==> config.mk <==
export PLATFORM = sky130hd
export DESIGN_NAME = fetch_unit_flat
export DESIGN_NICKNAME = d
export VERILOG_FILES = /design/src/rtl/fetch_unit_pkg.sv /design/src/rtl/fetch_unit_if.sv /design/src/rtl/fetch_unit_fifo.sv /design/src/rtl/fetch_unit.sv /design/src/flat_wrapper.sv
export SDC_FILE = /design/constraint.sdc
export NUM_CORES = 1
export LEC_CHECK = 0
export BUFFER_PORTS_ARGS = -buffer_cell sky130_fd_sc_hd__buf_2
export CORE_MARGIN = 2
export CORE_UTILIZATION = 50
export CTS_CLUSTER_DIAMETER = 50
export CTS_CLUSTER_SIZE = 8
export DETAILED_ROUTE_END_ITERATION = 6
export PLACE_DENSITY = 0.72
export SLEW_MARGIN = 10
export SYNTH_ARGS = -nofsm -noshare
export SYNTH_HDL_FRONTEND = slang
export SYNTH_SLANG_ARGS = --single-unit
==> constraint.sdc <==
create_clock -name clk -period 11.7 [get_ports clk]
set_input_delay 2.34 -clock clk [delete_from_list [all_inputs] [get_ports clk]]
set_output_delay 2.34 -clock clk [all_outputs]
set_load 0.01 [all_outputs]
==> src/rtl/fetch_unit_pkg.sv <==
// Shared definitions for the instruction-fetch slice: reset address,
// instruction width, fetch FSM state type, buffer entry layout and a
// word-alignment helper.
package fetch_unit_pkg;

  localparam logic [31:0] RESET_PC_DEFAULT = 32'h0000_3000;
  localparam int unsigned INSTR_W          = 32;

  typedef enum logic [1:0] {
    FETCH,
    WAIT,
    DRAIN
  } fetch_state_t;

  typedef struct packed {
    logic [31:0]        pc;
    logic [INSTR_W-1:0] instr;
  } fetch_entry_t;

  // Low two address bits are ignored: every fetch is a whole word.
  function automatic logic [31:0] word_align(input logic [31:0] addr);
    return {addr[31:2], 2'b00};
  endfunction

endpackage

==> src/rtl/fetch_unit_if.sv <==
// Bus bundle for fetch_unit.
//   redirect_valid/redirect_pc : next-PC unit requests a non-sequential fetch
//   imem_req_*                 : valid/ready read request to instruction memory
//   imem_rsp_*                 : in-order read response (one per accepted request)
//   id_*                       : valid/ready instruction stream toward decode
// master = fetch unit side, slave = surrounding core/memory side.
interface fetch_unit_if;
  import fetch_unit_pkg::*;

  logic               redirect_valid;
  logic [31:0]        redirect_pc;
  logic               imem_req_valid;
  logic               imem_req_ready;
  logic [31:0]        imem_req_addr;
  logic               imem_rsp_valid;
  logic [INSTR_W-1:0] imem_rsp_data;
  logic               id_valid;
  logic               id_ready;
  logic [31:0]        id_pc;
  logic [INSTR_W-1:0] id_instr;

  modport master (
    input  redirect_valid, redirect_pc,
    input  imem_req_ready, imem_rsp_valid, imem_rsp_data,
    input  id_ready,
    output imem_req_valid, imem_req_addr,
    output id_valid, id_pc, id_instr
  );

  modport slave (
    output redirect_valid, redirect_pc,
    output imem_req_ready, imem_rsp_valid, imem_rsp_data,
    output id_ready,
    input  imem_req_valid, imem_req_addr,
    input  id_valid, id_pc, id_instr
  );

endinterface

==> src/rtl/fetch_unit_fifo.sv <==
// Fetch buffer: DEPTH-entry synchronous FIFO of {pc, instr} entries.
// Ports:
//   clk, rst   : clock, synchronous active-high reset
//   flush      : empties the buffer (same effect as reset on occupancy)
//   push, push_data : write an entry (accepted when not full, or when full
//                     with a simultaneous pop)
//   pop        : remove head entry (ignored when empty)
//   head       : head entry
//   empty      : no entries held
//   count      : current occupancy (0..DEPTH)
module fetch_unit_fifo
  import fetch_unit_pkg::*;
#(
  parameter  int unsigned DEPTH = 2,
  localparam int unsigned AW    = $clog2(DEPTH),
  localparam int unsigned CW    = $clog2(DEPTH + 1)
) (
  input  logic         clk,
  input  logic         rst,
  input  logic         flush,
  input  logic         push,
  input  fetch_entry_t push_data,
  input  logic         pop,
  output fetch_entry_t head,
  output logic         empty,
  output logic [CW-1:0] count
);

  fetch_entry_t  mem [DEPTH];
  logic [AW-1:0] rd_ptr;
  logic [AW-1:0] wr_ptr;
  logic          full;
  logic          do_push;
  logic          do_pop;

  assign empty   = (count == '0);
  assign full    = (count == CW'(DEPTH));
  assign do_pop  = pop && !empty;
  // A pop in the same cycle frees the slot, so a full buffer may still accept.
  assign do_push = push && (!full || do_pop);
  assign head    = mem[rd_ptr];

  always_ff @(posedge clk) begin
    if (do_push) begin
      mem[wr_ptr] <= push_data;
    end
  end

  // DEPTH is a power of two, so the pointers wrap naturally.
  always_ff @(posedge clk) begin
    if (rst || flush) begin
      rd_ptr <= '0;
      wr_ptr <= '0;
      count  <= '0;
    end else begin
      if (do_push) wr_ptr <= wr_ptr + AW'(1);
      if (do_pop)  rd_ptr <= rd_ptr + AW'(1);
      count <= count + CW'(do_push) - CW'(do_pop);
    end
  end

endmodule

==> src/rtl/fetch_unit.sv <==
// Instruction-fetch stage. Owns the fetch PC, issues one word read at a time
// to instruction memory, buffers returned instructions with their PCs for
// decode, and applies redirects from the next-PC unit, discarding any
// in-flight or buffered stale instructions.
// Ports:
//   clk   : core clock, all state on rising edge
//   reset : synchronous active-high reset
//   bus   : fetch_unit_if.master (redirect, imem request/response, decode)
module fetch_unit
  import fetch_unit_pkg::*;
#(
  parameter logic [31:0] RESET_PC = RESET_PC_DEFAULT,
  parameter int unsigned DEPTH    = 2
) (
  input  logic          clk,
  input  logic          reset,
  fetch_unit_if.master  bus
);

  localparam int unsigned CW = $clog2(DEPTH + 1);

  fetch_state_t  state;
  logic [31:0]   fetch_pc;
  logic [31:0]   req_pc;

  logic          req_valid_int;
  logic          req_fire;
  logic          rsp;
  logic          redirect;
  logic          push;
  logic          pop;
  fetch_entry_t  push_data;
  fetch_entry_t  head;
  logic          empty;
  logic [CW-1:0] count;

  assign redirect      = bus.redirect_valid;
  assign rsp           = bus.imem_rsp_valid;
  assign req_valid_int = (state == FETCH) && (count < CW'(DEPTH));
  assign req_fire      = req_valid_int && bus.imem_req_ready;

  // Only WAIT owns a live response; DRAIN swallows it, redirect drops it.
  assign push      = (state == WAIT) && rsp && !redirect;
  assign pop       = !empty && bus.id_ready && !redirect;
  assign push_data = '{pc: req_pc, instr: bus.imem_rsp_data};

  fetch_unit_fifo #(
    .DEPTH (DEPTH)
  ) u_fifo (
    .clk       (clk),
    .rst       (reset),
    .flush     (redirect),
    .push      (push),
    .push_data (push_data),
    .pop       (pop),
    .head      (head),
    .empty     (empty),
    .count     (count)
  );

  always_ff @(posedge clk) begin
    if (reset) begin
      state    <= FETCH;
      fetch_pc <= RESET_PC;
      req_pc   <= '0;
    end else if (redirect) begin
      fetch_pc <= word_align(bus.redirect_pc);
      // A request accepted now, or still owed, must be drained before refetch.
      case (state)
        FETCH:       state <= req_fire ? DRAIN : FETCH;
        WAIT, DRAIN: state <= rsp ? FETCH : DRAIN;
        default:     state <= FETCH;
      endcase
    end else begin
      case (state)
        FETCH: begin
          if (req_fire) begin
            req_pc   <= fetch_pc;
            fetch_pc <= fetch_pc + 32'd4;
            state    <= WAIT;
          end
        end
        WAIT:    if (rsp) state <= FETCH;
        DRAIN:   if (rsp) state <= FETCH;
        default: state <= FETCH;
      endcase
    end
  end

  assign bus.imem_req_valid = reset ? 1'b0 : req_valid_int;
  assign bus.imem_req_addr  = fetch_pc;
  assign bus.id_valid       = reset ? 1'b0 : !empty;
  assign bus.id_pc          = (reset || empty) ? '0 : head.pc;
  assign bus.id_instr       = (reset || empty) ? '0 : head.instr;

endmodule
==> src/flat_wrapper.sv <==
// flat-port wrapper written by rule: the top's interface ports become plain ports
module fetch_unit_flat import fetch_unit_pkg::*;
#(
  parameter logic [31:0] RESET_PC = RESET_PC_DEFAULT,
  parameter int unsigned DEPTH    = 2
)
  (clk, reset, bus_redirect_valid, bus_redirect_pc, bus_imem_req_ready, bus_imem_rsp_valid, bus_imem_rsp_data, bus_id_ready, bus_imem_req_valid, bus_imem_req_addr, bus_id_valid, bus_id_pc, bus_id_instr);
  fetch_unit_if bus_i ();
  input  logic clk;
  input  logic reset;
  input wire logic [$bits(bus_i.redirect_valid)-1:0] bus_redirect_valid;
  input wire logic [$bits(bus_i.redirect_pc)-1:0] bus_redirect_pc;
  input wire logic [$bits(bus_i.imem_req_ready)-1:0] bus_imem_req_ready;
  input wire logic [$bits(bus_i.imem_rsp_valid)-1:0] bus_imem_rsp_valid;
  input wire logic [$bits(bus_i.imem_rsp_data)-1:0] bus_imem_rsp_data;
  input wire logic [$bits(bus_i.id_ready)-1:0] bus_id_ready;
  output wire logic [$bits(bus_i.imem_req_valid)-1:0] bus_imem_req_valid;
  output wire logic [$bits(bus_i.imem_req_addr)-1:0] bus_imem_req_addr;
  output wire logic [$bits(bus_i.id_valid)-1:0] bus_id_valid;
  output wire logic [$bits(bus_i.id_pc)-1:0] bus_id_pc;
  output wire logic [$bits(bus_i.id_instr)-1:0] bus_id_instr;
  assign bus_i.redirect_valid = bus_redirect_valid;
  assign bus_i.redirect_pc = bus_redirect_pc;
  assign bus_i.imem_req_ready = bus_imem_req_ready;
  assign bus_i.imem_rsp_valid = bus_imem_rsp_valid;
  assign bus_i.imem_rsp_data = bus_imem_rsp_data;
  assign bus_i.id_ready = bus_id_ready;
  assign bus_imem_req_valid = bus_i.imem_req_valid;
  assign bus_imem_req_addr = bus_i.imem_req_addr;
  assign bus_id_valid = bus_i.id_valid;
  assign bus_id_pc = bus_i.id_pc;
  assign bus_id_instr = bus_i.id_instr;
  fetch_unit #(.RESET_PC(RESET_PC), .DEPTH(DEPTH)) u_core (.clk(clk), .reset(reset), .bus(bus_i));
endmodule
==> metrics.txt <==
Fin. Hold Viols 0; chip width 130 um; Seq cells post-synth ~190; status finished clean; Worst Setup Slack, final 5270 ps; antenna violations before repair 0; Mapped Cells 686; worst slack at placement 5260 ps; Synth Warn # 0; final-stage net count 901; TritonCTS clock tree built; DRC Markers 0; critical path endpoint category output port; RSZ-0062 raised after global routing false; final setup vio count 0; drt via density 5.46; Clock transition at path regs 60 ps; insertion delay to the later sink of the worst-skew pair 420 ps; distinct cell type count after synthesis between 40 and 50; HP Class reg2reg; Area Growth Syn to Fin 18.9%; Pwr Density 146 nW/um^2; ANT cells 0; Avg Synthesized Cell Area ~12 sq um; skew final 6.11 ps; DRT Wirelength 17.2 mm; Worst Setup Start Kind primary input; CTS Root Cell clkbuf_16; Starting Density 50.7%; IO Port Bufs 161; CP Cell Sequence buf_2 -> buf_4 -> or2_2 -> buf_4 -> nor2_1 -> buf_2; Max Cap Viol 0; hold slack approximately 450 ps; CTS buffer count 17; Die Height 130 um; Post-CTS Setup Inserts 0; H-tree depth 4; slowest stage cell, crit path buf_4; CTS resizes 0; Via Count 5757; setup_tns 0 ps; number of flops mapped to enable cells by yosys 124; Slew Viols, Final 0; drt first pass iters 5; register area share after synthesis 63.6%; vias in the first global route 5427; Final min period around 6400 ps; gr usage total roughly a fifth; largest net degree at the start of global routing 74; fmax 0.156 GHz; hold_buf cts 0; first-pass GRT wire length between 20 and 30 mm; row cnt 46; slew margin rel. 24.1%; drt wl/cell roughly 16 um; Primary FF master, synth edfxtp_1; cell area after synthesis 7960 sq um; Core ar. ~16000 sq um; Iter 0 DRT Violations 324; period utilization 54.9%; Largest stage delay, worst path about 580 ps; Critical Path AT approximately 4000 ps; critical setup path kind in2out; CP required 9360 ps; DP HPWL between 10 and 15 mm; grt ovf 0; leakage 0.00347 uW; fraction of registers with async set/reset 0%; share of cells above drive strength 1 24.3%; Final GP Congestion between 0.8 and 0.9; VDD IR max 109 uV; I/O pins 168; Die Area around 17000 sq um; Worst Tran Pin Value about 1100 ps; Clock Sinks 191; post-route ant nets 0; Clock Path Buffers 2; critical path fanouts, max 73
## layer usage
layer	wire length, um	global-route usage (%)	share of wire (%)
met5	0	0	0
met2	8000	33.0	46
met4	195	7.40	1.1
met3	1270	4.10	7.4
met1	7770	27.4	45
## worst paths after layout
| check | cells past startpoint | endpoint | slack (ps) | startpoint |
|---|---|---|---|---|
| hold / removal | 0 | u_core.u_fifo.mem[1][38]$_DFFE_PP_ | 450 | u_core.req_pc[6]$_SDFFE_PP0P_ |
| hold reg to reg | 0 | u_core.u_fifo.mem[1][38]$_DFFE_PP_ | 450 | u_core.req_pc[6]$_SDFFE_PP0P_ |
| setup / recovery | 6 | bus_id_pc[14] | 5270 | reset |
| setup reg to reg | 6 | u_core.bus.imem_req_addr[23]$_SDFFE_PP0P_ | 9030 | u_core.state[0]$_SDFFE_PP0P_ |
## synth_stat cells, types with 3 or more instances
library cell,number,area share (%)
buf_1,5,0.24
nor2_1,94,4.4
edfxtp_1,124,47
o31ai_1,6,0.57
nand4_1,12,0.94
buf_4,4,0.38
xor2_1,7,0.77
a21oi_1,39,2.5
a311oi_1,10,1.1
nor3b_1,9,0.85
and3_1,4,0.31
o31a_1,3,0.33
nand3_1,13,0.82
nor3_1,8,0.50
clkbuf_1,34,1.6
or4_1,11,1.0
nor4_1,8,0.63
ha_1,5,0.79
or3_1,8,0.63
a2111oi_0,3,0.33
xnor2_1,4,0.44
inv_1,11,0.52
nand2_1,75,3.5
a211oi_1,12,1.1
mux2i_1,62,7.8
and2_1,3,0.24
dfxtp_1,67,17
nor2b_1,4,0.31
a22oi_1,4,0.38
o21ai_0,9,0.57
buf_2,3,0.19
and4_1,5,0.55
## worst max-delay path, delay by kind of cell
| family | cells | cell delay, ps |
|---|---|---|
| buffers and inverters | 4 | 1320 |
| AND/OR/NAND/NOR | 2 | 360 |
## sequential cells by signal (all words and copies together), names as in the netlist, named ones only
| name | cells |
|---|---|
| u_core.req_pc | 30 |
| u_core.u_fifo.rd_ptr | 1 |
| u_core.state | 2 |
| u_core.u_fifo.wr_ptr | 1 |
| u_core.bus.imem_req_addr | 30 |
| u_core.u_fifo.count | 2 |
| u_core.u_fifo.mem | 124 |
## where the power goes
group	total, uW	internal, uW	switching, uW
Clock	556	314	241
Combinational	74.6	30.3	44.3
Sequential	748	730	18.7
Total	1380	1070	304
## logic make-up (layout without fill, tap and decap cells)
group	Yosys count	count (layout)	synth area share [%]
other	1	4	0.0471
flip-flops	191	191	63.6
XOR/XNOR	11	11	1.21
adder cells (fa/ha/maj)	5	5	0.786
buffers and inverters	60	210	3.17
AO/OA/AOI/OAI	90	90	7.26
multiplexers	62	62	7.79
AND/OR/NAND/NOR	266	266	16.1
## cell type report
| class | instances | area, sq um |
|---|---|---|
| Multi-Input combinational cell | 438 | 2670 |
| Sequential cell | 191 | 5070 |
| Inverter | 12 | 45.0 |
| Clock inverter | 14 | 141 |
| Timing Repair Buffer | 166 | 843 |
| Clock buffer | 18 | 429 |
| Tap cell | 216 | 270 |
| Fill cell | 1331 | 6250 |
## stage by stage
step / instance area (sq um) / utilization (%) / total power, uW / cells
4_1_cts: 9470 / 60.2 / 1390 / 1055
5_1_grt: 9470 / 60.2 / 1430 / 1055
3_3_place_gp: 8890 / 56.6 / 832 / 1023
3_5_place_dp: 8890 / 56.6 / 837 / 1023
6_report: 9470 / 60.2 / 1380 / 1055
2_1_floorplan: 7970 / - / 802 / 689
## layout by cell type, fill, tap and decap left out, types with 5 or more instances in the layout
cell type / synthesis / layout
o31ai_1: 6 / 6
o21ai_0: 9 / 9
edfxtp_1: 124 / 124
or3_1: 8 / 8
a211oi_1: 12 / 12
nor3b_1: 9 / 9
xor2_1: 7 / 7
nor3_1: 8 / 8
nand2_1: 75 / 75
nand3_1: 13 / 13
inv_1: 11 / 11
a21oi_1: 39 / 39
nor4_1: 8 / 8
ha_1: 5 / 5
and4_1: 5 / 5
mux2i_1: 62 / 62
a311oi_1: 10 / 10
nand4_1: 12 / 12
or4_1: 11 / 11
nor2_1: 94 / 93
buf_2: 3 / 161
buf_4: 4 / 5
dfxtp_1: 67 / 66
clkbuf_16: 0 / 17
No activity file was read; power rests on OpenSTA's default activity.
